`src/rtl/fp_sqrt_sequencer.sv`:
```
// Issue/retire sequencer around a fixed-latency single-precision sqrt core.
// Classifies operands, bypasses IEEE specials, and retires results in order through a credit-bounded FIFO.
module fp_sqrt_sequencer #(
  parameter int unsigned XLEN       = 32,
  parameter int unsigned LAT        = 8,
  parameter int unsigned FIFO_DEPTH = 4
) (
  input  logic            clk,
  input  logic            rst,
  input  logic            in_valid,
  output logic            in_ready,
  input  logic [XLEN-1:0] in_data,
  output logic [XLEN-1:0] core_a,
  input  logic [XLEN-1:0] core_result,
  output logic            out_valid,
  input  logic            out_ready,
  output logic [XLEN-1:0] out_data,
  output logic [2:0]      out_flags,
  output logic            busy
);

  localparam int unsigned PW = $clog2(FIFO_DEPTH);
  localparam int unsigned CW = PW + 1;
  localparam logic [CW:0] OCC_MAX = (CW+1)'(FIFO_DEPTH);

  localparam logic [XLEN-1:0] QNAN    = XLEN'(32'h7FC0_0000);
  localparam logic [XLEN-1:0] POS_INF = XLEN'(32'h7F80_0000);

  localparam logic [2:0] FL_NV = 3'b100;
  localparam logic [2:0] FL_FZ = 3'b010;
  localparam logic [2:0] FL_SP = 3'b001;

  logic            w_accept;
  logic            w_s;
  logic [7:0]      w_e;
  logic [22:0]     w_m;
  logic            w_special;
  logic [2:0]      w_flags;
  logic [XLEN-1:0] w_spec_res;

  logic            r_tag_vld [LAT];
  logic            r_tag_sp  [LAT];
  logic [2:0]      r_tag_fl  [LAT];
  logic [XLEN-1:0] r_tag_res [LAT];

  logic [XLEN-1:0] r_mem_data  [FIFO_DEPTH];
  logic [2:0]      r_mem_flags [FIFO_DEPTH];
  logic [PW-1:0]   r_wptr;
  logic [PW-1:0]   r_rptr;
  logic [CW-1:0]   r_count;
  logic [CW-1:0]   r_inflight;

  logic            w_retire;
  logic            w_pop;
  logic [XLEN-1:0] w_push_data;
  logic [2:0]      w_push_flags;
  logic [CW:0]     w_occ;

  // Credit covers both in-flight and queued work, so a retiring op always finds a slot.
  assign w_occ    = {1'b0, r_inflight} + {1'b0, r_count};
  assign in_ready = !rst && (w_occ < OCC_MAX);
  assign w_accept = in_valid && in_ready;
  assign core_a   = w_accept ? in_data : '0;

  assign w_s = in_data[31];
  assign w_e = in_data[30:23];
  assign w_m = in_data[22:0];

  // Operand classification; only positive normals go to the core.
  always_comb begin
    w_special  = 1'b1;
    w_flags    = FL_SP;
    w_spec_res = '0;
    if (w_e == 8'h00) begin
      w_spec_res[XLEN-1] = w_s;
      if (w_m != 23'h0) w_flags = FL_SP | FL_FZ;
    end else if ((w_e == 8'hFF) && (w_m != 23'h0)) begin
      w_spec_res = QNAN;
      if (!w_m[22]) w_flags = FL_NV | FL_SP;
    end else if (w_s) begin
      w_spec_res = QNAN;
      w_flags    = FL_NV | FL_SP;
    end else if (w_e == 8'hFF) begin
      w_spec_res = POS_INF;
    end else begin
      w_special = 1'b0;
      w_flags   = 3'b000;
    end
  end

  // Tag pipeline mirrors the core latency.
  always_ff @(posedge clk) begin
    if (rst) begin
      for (int i = 0; i < LAT; i++) begin
        r_tag_vld[i] <= 1'b0;
        r_tag_sp[i]  <= 1'b0;
        r_tag_fl[i]  <= 3'b000;
        r_tag_res[i] <= '0;
      end
    end else begin
      r_tag_vld[0] <= w_accept;
      r_tag_sp[0]  <= w_special;
      r_tag_fl[0]  <= w_flags;
      r_tag_res[0] <= w_spec_res;
      for (int i = 1; i < LAT; i++) begin
        r_tag_vld[i] <= r_tag_vld[i-1];
        r_tag_sp[i]  <= r_tag_sp[i-1];
        r_tag_fl[i]  <= r_tag_fl[i-1];
        r_tag_res[i] <= r_tag_res[i-1];
      end
    end
  end

  assign w_retire     = r_tag_vld[LAT-1];
  assign w_push_data  = r_tag_sp[LAT-1] ? r_tag_res[LAT-1] : core_result;
  assign w_push_flags = r_tag_fl[LAT-1];
  assign w_pop        = out_valid && out_ready;

  always_ff @(posedge clk) begin
    if (w_retire) begin
      r_mem_data[r_wptr]  <= w_push_data;
      r_mem_flags[r_wptr] <= w_push_flags;
    end
  end

  always_ff @(posedge clk) begin
    if (rst) begin
      r_wptr     <= '0;
      r_rptr     <= '0;
      r_count    <= '0;
      r_inflight <= '0;
    end else begin
      if (w_retire) r_wptr <= r_wptr + PW'(1);
      if (w_pop)    r_rptr <= r_rptr + PW'(1);
      case ({w_retire, w_pop})
        2'b10:   r_count <= r_count + CW'(1);
        2'b01:   r_count <= r_count - CW'(1);
        default: r_count <= r_count;
      endcase
      case ({w_accept, w_retire})
        2'b10:   r_inflight <= r_inflight + CW'(1);
        2'b01:   r_inflight <= r_inflight - CW'(1);
        default: r_inflight <= r_inflight;
      endcase
    end
  end

  assign out_valid = (r_count != '0);
  assign out_data  = out_valid ? r_mem_data[r_rptr]  : '0;
  assign out_flags = out_valid ? r_mem_flags[r_rptr] : 3'b000;
  assign busy      = (r_inflight != '0) || (r_count != '0);

endmodule

```
`config.mk`:
```
export PLATFORM = sky130hd
export DESIGN_NAME = fp_sqrt_sequencer
export DESIGN_NICKNAME = d
export VERILOG_FILES = /design/src/rtl/fp_sqrt_sequencer.sv
export SDC_FILE = /design/constraint.sdc
export NUM_CORES = 1
export LEC_CHECK = 0
export CORE_MARGIN = 3
export CORE_UTILIZATION = 53
export DETAILED_ROUTE_END_ITERATION = 10
export HOLD_SLACK_MARGIN = 0.06
export PLACE_DENSITY = 0.82
export RECOVER_POWER = 50
export SYNTH_ARGS = -nofsm -noshare
export SYNTH_HDL_FRONTEND = slang
export SYNTH_SLANG_ARGS = --single-unit
export TNS_END_PERCENT = 50
```
`constraint.sdc`:
```
create_clock -name clk -period 2.7 [get_ports clk]
set_input_delay 0.54 -clock clk [delete_from_list [all_inputs] [get_ports clk]]
set_output_delay 0.54 -clock clk [all_outputs]
set_load 0.01 [all_outputs]
```
==> results.py, run 1 <==
metrics = {
    "status": {
        "status": "finished, violations left",
        "violations": "negative setup slack",
    },
    "final_layout": {
        "drive_above_1_share_pct": 19.35,
        "nets": 744,
        "n_fill_cell": 945,
        "final_cell_mix": "edfxtp_1 (140), nor2b_1 (72), clkdlybuf4s50_1 (66)",
        "syn_to_final_growth_pct": 27.62,
        "layout_commonest_cell": "edfxtp_1",
        "stdcell_area_sq_mm": 0.01024,
        "final_util_pct": 69.91,
        "ff_latch_area_sq_mm": 0.005577,
        "diodes": 0,
        "multi_input_area_sq_mm": 0.002305,
    },
    "flow_run": {
        "maxCapViolCount": 0,
    },
    "min_path": {
        "min_path_type": "flip-flop to flip-flop",
        "min_from": "r_tag_res[0][214]$_SDFF_PP0_",
    },
    "timing": {
        "rsz0062_at_grt": "yes",
        "finalWorstSetupSlack_ns": -0.1123,
        "fin_crit_sh_pct": 104.2,
        "max_freq_mhz": 355.6,
        "worst_pin_slew_ns": 1.429,
        "max-slew-margin-rel_pct": 4.685,
        "setup_viol": 33,
        "hold_viol": 0,
        "min_period_ns": 2.812,
        "finalMaxSlewViolations": 0,
        "whs_ns": 0.4315,
        "finClkSkew_ns": 0.02298,
    },
    "setup_path": {
        "r2r_slack_ns": -0.03,
        "critical_path_required_ns": 2.16,
        "r2r-start": "r_count[2]$_SDFFE_PP0P_",
        "endpoint_kind": "output pin",
        "worstSetupPathType": "flip-flop to output pin",
        "worstPathMaxFanout": 17,
        "startpoint_type": "flip-flop",
        "critPathArrivalTime_ns": 2.27,
        "crit_start": "r_count[2]$_SDFFE_PP0P_",
    },
    "place": {
        "placed_cell_area_sq_mm": 0.009682,
        "dp_hpwl_um": 10330,
        "io_buffers": 137,
        "finalWeightedCongestion": 0.9259,
    },
    "synthesis": {
        "yosysWarnings": 0,
        "synth-seq-area-share_pct": 69.38,
        "syn_nets": 590,
        "syn_inst": 512,
        "synth_cell_type_count": 34,
        "syn_area_sq_mm": 0.008021,
        "ys_ff_latch": 208,
        "syn_avg_cell_area_sq_um": 15.67,
    },
    "route": {
        "wl_per_cell_um": 18.44,
        "post-route-drc-count": 0,
        "wl_um": 15870,
        "drtPass1Iterations": 4,
        "drt_iter0_drc": 300,
        "vias_per_cell": 5.441,
        "antenna_left": 0,
        "via_count": 4685,
    },
    "floorplanning": {
        "start_util_pct": 54.78,
        "die_area_sq_mm": 0.01665,
        "dieWidth_um": 129.0,
        "num_io_pins": 138,
        "num_rows": 44,
        "core_sq_mm": 0.01464,
        "die_y_um": 129.0,
    },
    "clock_network": {
        "clockRootBuffer": "clkbuf_16",
        "cts_tree": "yes",
        "clk_pin_slew_ns": 0.06,
        "clk_path_buf_depth": 3,
        "htreeDepth": 1,
        "numCtsBuffers": 19,
        "clkSinkCount": 208,
        "clock_latency_ns": 0.47,
    },
    "power_and_ir_drop": {
        "leakagePower_nw": 3.878,
        "clkPwrFrac_pct": 39.0,
        "p_seq_share_pct": 56.1,
        "power.density_mw_per_mm2": 593.8,
        "p_int_mw": 4.903,
        "ir_drop_uv": 328.4,
        "switching_share_pct": 19.35,
        "power.switching_mw": 1.177,
        "combinationalPowerShare_pct": 4.9,
    },
    "global_routing": {
        "grtUsageMet1_pct": 24.32,
        "grt_pass1_vias": 5047,
        "grt_pass1_wl_um": 25350,
        "top_usage_layer": "met2",
        "met3_usage_pct": 3.586,
        "gr-total-overflow": 0,
        "grtUsageTotal_pct": 19.34,
        "antenna_found_initial": 1,
        "grt_max_degree": 65,
        "use_met2_pct": 34.02,
    },
}
-- power groups by stage --
stage                     registers (mW)  clock network, mW  logic (mW)
after CTS                           3.41               2.43       0.299
after global routing                3.41               2.55       0.324
after global placement              3.48                  0       0.282
after floorplan                     3.48                  0       0.112
final                               3.41               2.37       0.299
after detailed placement            3.48                  0       0.293
-- sequential cells by signal (all words and copies together), names as in the netlist, named ones only --
register and cells:
r_wptr 2, r_count 3, r_mem_data 128, r_tag_res 24, r_inflight 3, r_mem_flags 12
r_rptr 2, r_tag_vld 8, r_tag_fl 24
-- worst paths after layout --
| check | end | cells past startpoint |
|---|---|---|
| max reg2reg | r_inflight[2]$_SDFFE_PP0P_ | 13 |
| min reg2reg | r_tag_res[0][246]$_SDFF_PP0_ | 1 |
| max | core_a[31] | 7 |
| min | r_tag_res[0][246]$_SDFF_PP0_ | 1 |
-- per-layer routing --
metal / share of wire [%] / routed length, um
met5: 0.044 / 7
met3: 7.2 / 1144
met2: 51 / 8105
met4: 2.8 / 452
met1: 39 / 6163
-- synth_stat cells, drive strengths merged --
library cell,count,area share (%)
a21oi,6,0.37
a31oi,1,0.27
and2,41,3.2
and3,32,2.5
buf,10,0.84
clkbuf,18,0.86
dfxtp,68,17
edfxtp,140,52
fa,2,0.50
ha,8,1.2
inv,18,0.84
mux2,2,0.28
mux2i,2,0.25
mux4,35,9.8
nand2,4,0.19
nand2b,1,0.078
nand3,1,0.062
nand4,3,0.23
nor2,14,0.66
nor2b,72,5.6
nor3,2,0.12
nor3b,1,0.094
nor4,7,0.55
o21a,2,0.19
o21ai,10,0.62
or3,3,0.23
or4,2,0.23
xnor2,2,0.22
xor2,5,0.55
-- layout make-up --
type                    count  share of cell area (%)
clock buffers              26                   5.011
flip-flops and latches    208                   54.47
repair buffers            161                   14.78
well taps                 184                   2.249
clock inverters             6                  0.3178
inverters                  18                  0.6600
multi-input cells         258                   22.51
-- worst max-delay path, stage by stage, from the launching register on --
cell and delay [ns]:
dfxtp_4 0.36, ha_4 0.15, or4_4 0.54, a31oi_4 0.18
buf_6 0.15, buf_16 0.13, and3_1 0.16, buf_2 0.13
-- repair_timing --
item	in CTS	in global routing
pin swaps	5	1
endpoints found under the hold margin	0	0
buffers inserted	2	0
cloned	3	0
setup endpoints to repair	70	36
hold buffers	0	0
gates resized for setup	192	8
-- per-stage QoR --
step	total power, mW	setup TNS [ns]	worst slack, ns	cells
after global routing	6.284	-4.494	-0.1613	861
final	6.079	-2.467	-0.1123	861
after CTS	6.134	-2.850	-0.1026	861
after global placement	3.762	-1.337	-0.05076	824
after detailed placement	3.773	-2.656	-0.09775	824
after floorplan	3.590	0	0.2277	512
-- logic make-up (layout without fill, tap and decap cells) --
family | Yosys count | after routing | synth area share (%)
xor gates and xnor gates | 7 | 7 | 0.7643
adders and majority gates | 10 | 10 | 1.747
muxes | 39 | 39 | 10.36
and+or+nand+nor | 183 | 183 | 13.76
buffers and inverters | 46 | 211 | 2.542
AOI/OAI and AO/OA | 19 | 19 | 1.451
DFF | 208 | 208 | 69.38
Note: power is estimated with default switching activity, not from simulation.
==> run 2: changes to the inputs <==
--- a/config.mk
+++ b/config.mk
@@ -6,10 +6,11 @@
 export NUM_CORES = 1
 export LEC_CHECK = 0
 export CORE_MARGIN = 3
-export CORE_UTILIZATION = 53
+export CORE_UTILIZATION = 63
 export DETAILED_ROUTE_END_ITERATION = 10
-export HOLD_SLACK_MARGIN = 0.06
-export PLACE_DENSITY = 0.82
+export DONT_BUFFER_PORTS = 1
+export HOLD_SLACK_MARGIN = 0.12
+export PLACE_DENSITY = 0.81
 export RECOVER_POWER = 50
 export SYNTH_ARGS = -nofsm -noshare
 export SYNTH_HDL_FRONTEND = slang
==> results.py, run 2 (synthesized netlist as in run 1, its figures left out) <==
metrics = {
    "setup_path": {
        "endpoint_kind": "output pin",
        "crit_chain": "ha_4 > or4_4 > a31oi_4 > buf_6 > clkbuf_16 > and3_4",
        "max_stage_delay_ns": 0.49,
        "worstPathMaxFanout": 8,
        "startpoint_type": "flip-flop",
        "crit_family": "simple AND/OR/NAND/NOR gates",
        "worstSetupPathType": "flip-flop to output pin",
        "critPathArrivalTime_ns": 2.22,
        "critPathSlowestCell": "or4_4",
        "cp.buffers_inverters": 2,
        "critical_path_required_ns": 2.16,
    },
    "floorplanning": {
        "start_util_pct": 65.69,
        "num_rows": 40,
        "dieWidth_um": 118.8,
        "num_io_pins": 138,
        "core_sq_mm": 0.01221,
        "die_y_um": 118.8,
        "die_area_sq_mm": 0.01412,
    },
    "clock_network": {
        "clk_path_buf_depth": 3,
        "cts_tree": "yes",
        "htreeDepth": 1,
        "clock_latency_ns": 0.49,
        "clockRootBuffer": "clkbuf_16",
        "numCtsBuffers": 20,
        "clk_pin_slew_ns": 0.06,
        "clkSinkCount": 208,
    },
    "power_and_ir_drop": {
        "leakagePower_nw": 3.137,
        "ir_drop_uv": 506.2,
        "power.density_mw_per_mm2": 666.7,
    },
    "route": {
        "via_count": 4249,
        "vias_per_cell": 5.934,
        "drt_iter0_drc": 308,
        "wl_per_cell_um": 21.71,
        "drtPass1Iterations": 5,
        "antenna_left": 0,
        "post-route-drc-count": 0,
        "wl_um": 15540,
    },
    "global_routing": {
        "grt_pass1_vias": 4454,
        "antenna_found_initial": 2,
        "grt_max_degree": 41,
        "grt_pass1_wl_um": 23560,
        "grtUsageTotal_pct": 21.35,
        "met3_usage_pct": 4.748,
        "top_usage_layer": "met2",
        "use_met2_pct": 35.95,
        "grtUsageMet1_pct": 27.10,
        "gr-total-overflow": 0,
    },
    "timing": {
        "setup_viol": 33,
        "max_freq_mhz": 362.8,
        "finalWorstSetupSlack_ns": -0.05671,
        "worst_pin_slew_ns": 1.404,
        "min_period_ns": 2.757,
        "fin_crit_sh_pct": 102.1,
        "hold_viol": 0,
        "max-slew-margin-rel_pct": 6.365,
        "rsz0062_at_grt": "yes",
        "finalMaxSlewViolations": 0,
        "finClkSkew_ns": 0.01333,
    },
    "final_layout": {
        "nets": 611,
        "final_cell_mix": "edfxtp_1 (140), nor2b_1 (72), dfxtp_1 (64)",
        "layout_commonest_cell": "edfxtp_1",
        "drive_above_1_share_pct": 22.49,
        "largest_reg_flops": 128,
        "stdcell_area_sq_mm": 0.009234,
        "syn_to_final_growth_pct": 15.11,
        "reg.largest.list": "r_mem_data x128, r_tag_fl x24, r_tag_res x24",
        "largest_register": "r_mem_data",
        "final_util_pct": 75.61,
    },
    "place": {
        "dp_hpwl_um": 8688,
        "io_buffers": 0,
        "placed_cell_area_sq_mm": 0.008223,
        "finalWeightedCongestion": 0.9090,
    },
    "status": {
        "status": "finished, violations left",
        "violations": "negative setup slack",
    },
    "min_path": {
        "min_path_type": "primary input to flip-flop",
    },
    "flow_run": {
        "maxCapViolCount": 0,
    },
}
## run 2: cell count changes in the layout (fill, tap and decap cells not counted), moves of 3 or more
cell / change
clkbuf_16: +3
clkdlybuf4s50_1: -66
buf_6: -8
and3_1: -25
clkbuf_1: -3
dlygate4sd2_1: -34
buf_2: -26
and3_4: +25
clkinv_2: +5
dlygate4sd3_1: +6
## run 2: where the power goes
part	switching, mW	internal [mW]	leakage (nW)
logic	0.0958	0.0878	0.995
registers	0.00630	3.41	1.83
clock network	1.09	1.47	0.314
## run 2: layer usage
metal  up-vias  wire [um]
li1       1903          -
met1      2097       5765
met2       204       8034
met3        43       1202
met4         2        528
met5         -         13
## run 2: area by class of cell
class                      instances  area [sq um]
sequential                       208          5570
fill                             718          2978
multi-input combinational        258          2429
clock buffer                      27         568.0
timing repair buffer              27         344.1
tap                              168         210.2
inverter                          18         67.56
clock inverter                     9         42.54
antenna                            1         2.502
## run 2: through the flow
stage / power (mW) / setup WS (ns) / std cells / setup TNS [ns] / hold WS [ns]
after floorplan: 3.590 / 0.2277 / 512 / 0 / 0.4138
after global placement: 3.587 / 0.2885 / 663 / 0 / 0.4164
after detailed placement: 3.593 / 0.1457 / 663 / 0 / 0.4245
after CTS: 6.190 / -0.04253 / 711 / -0.9812 / 0.1203
after global routing: 6.354 / -0.1397 / 716 / -3.449 / 0.1220
final: 6.156 / -0.05671 / 716 / -1.218 / 0.1338
## run 2: worst paths after layout
path,startpoint,end,slack [ns],cells past startpoint
setup / recovery,r_count[2]$_SDFFE_PP0P_,core_a[24],-0.06,6
hold / removal,rst,r_wptr[0]$_SDFFE_PP0P_,0.13,1
setup reg to reg,r_count[2]$_SDFFE_PP0P_,r_inflight[2]$_SDFFE_PP0P_,0,12
hold reg to reg,r_tag_res[0][182]$_SDFF_PP0_,r_tag_res[0][214]$_SDFF_PP0_,0.43,1
## run 2: timing repair
| item | 4_1_cts | 5_1_grt |
|---|---|---|
| buffers inserted | 4 | 1 |
| pin swaps | 10 | 11 |
| endpoints found under the hold margin | 40 | 3 |
| gates resized for setup | 29 | 14 |
| setup endpoints to repair | 32 | 33 |
| cloned | 2 | 1 |
| hold buffers | 6 | 2 |
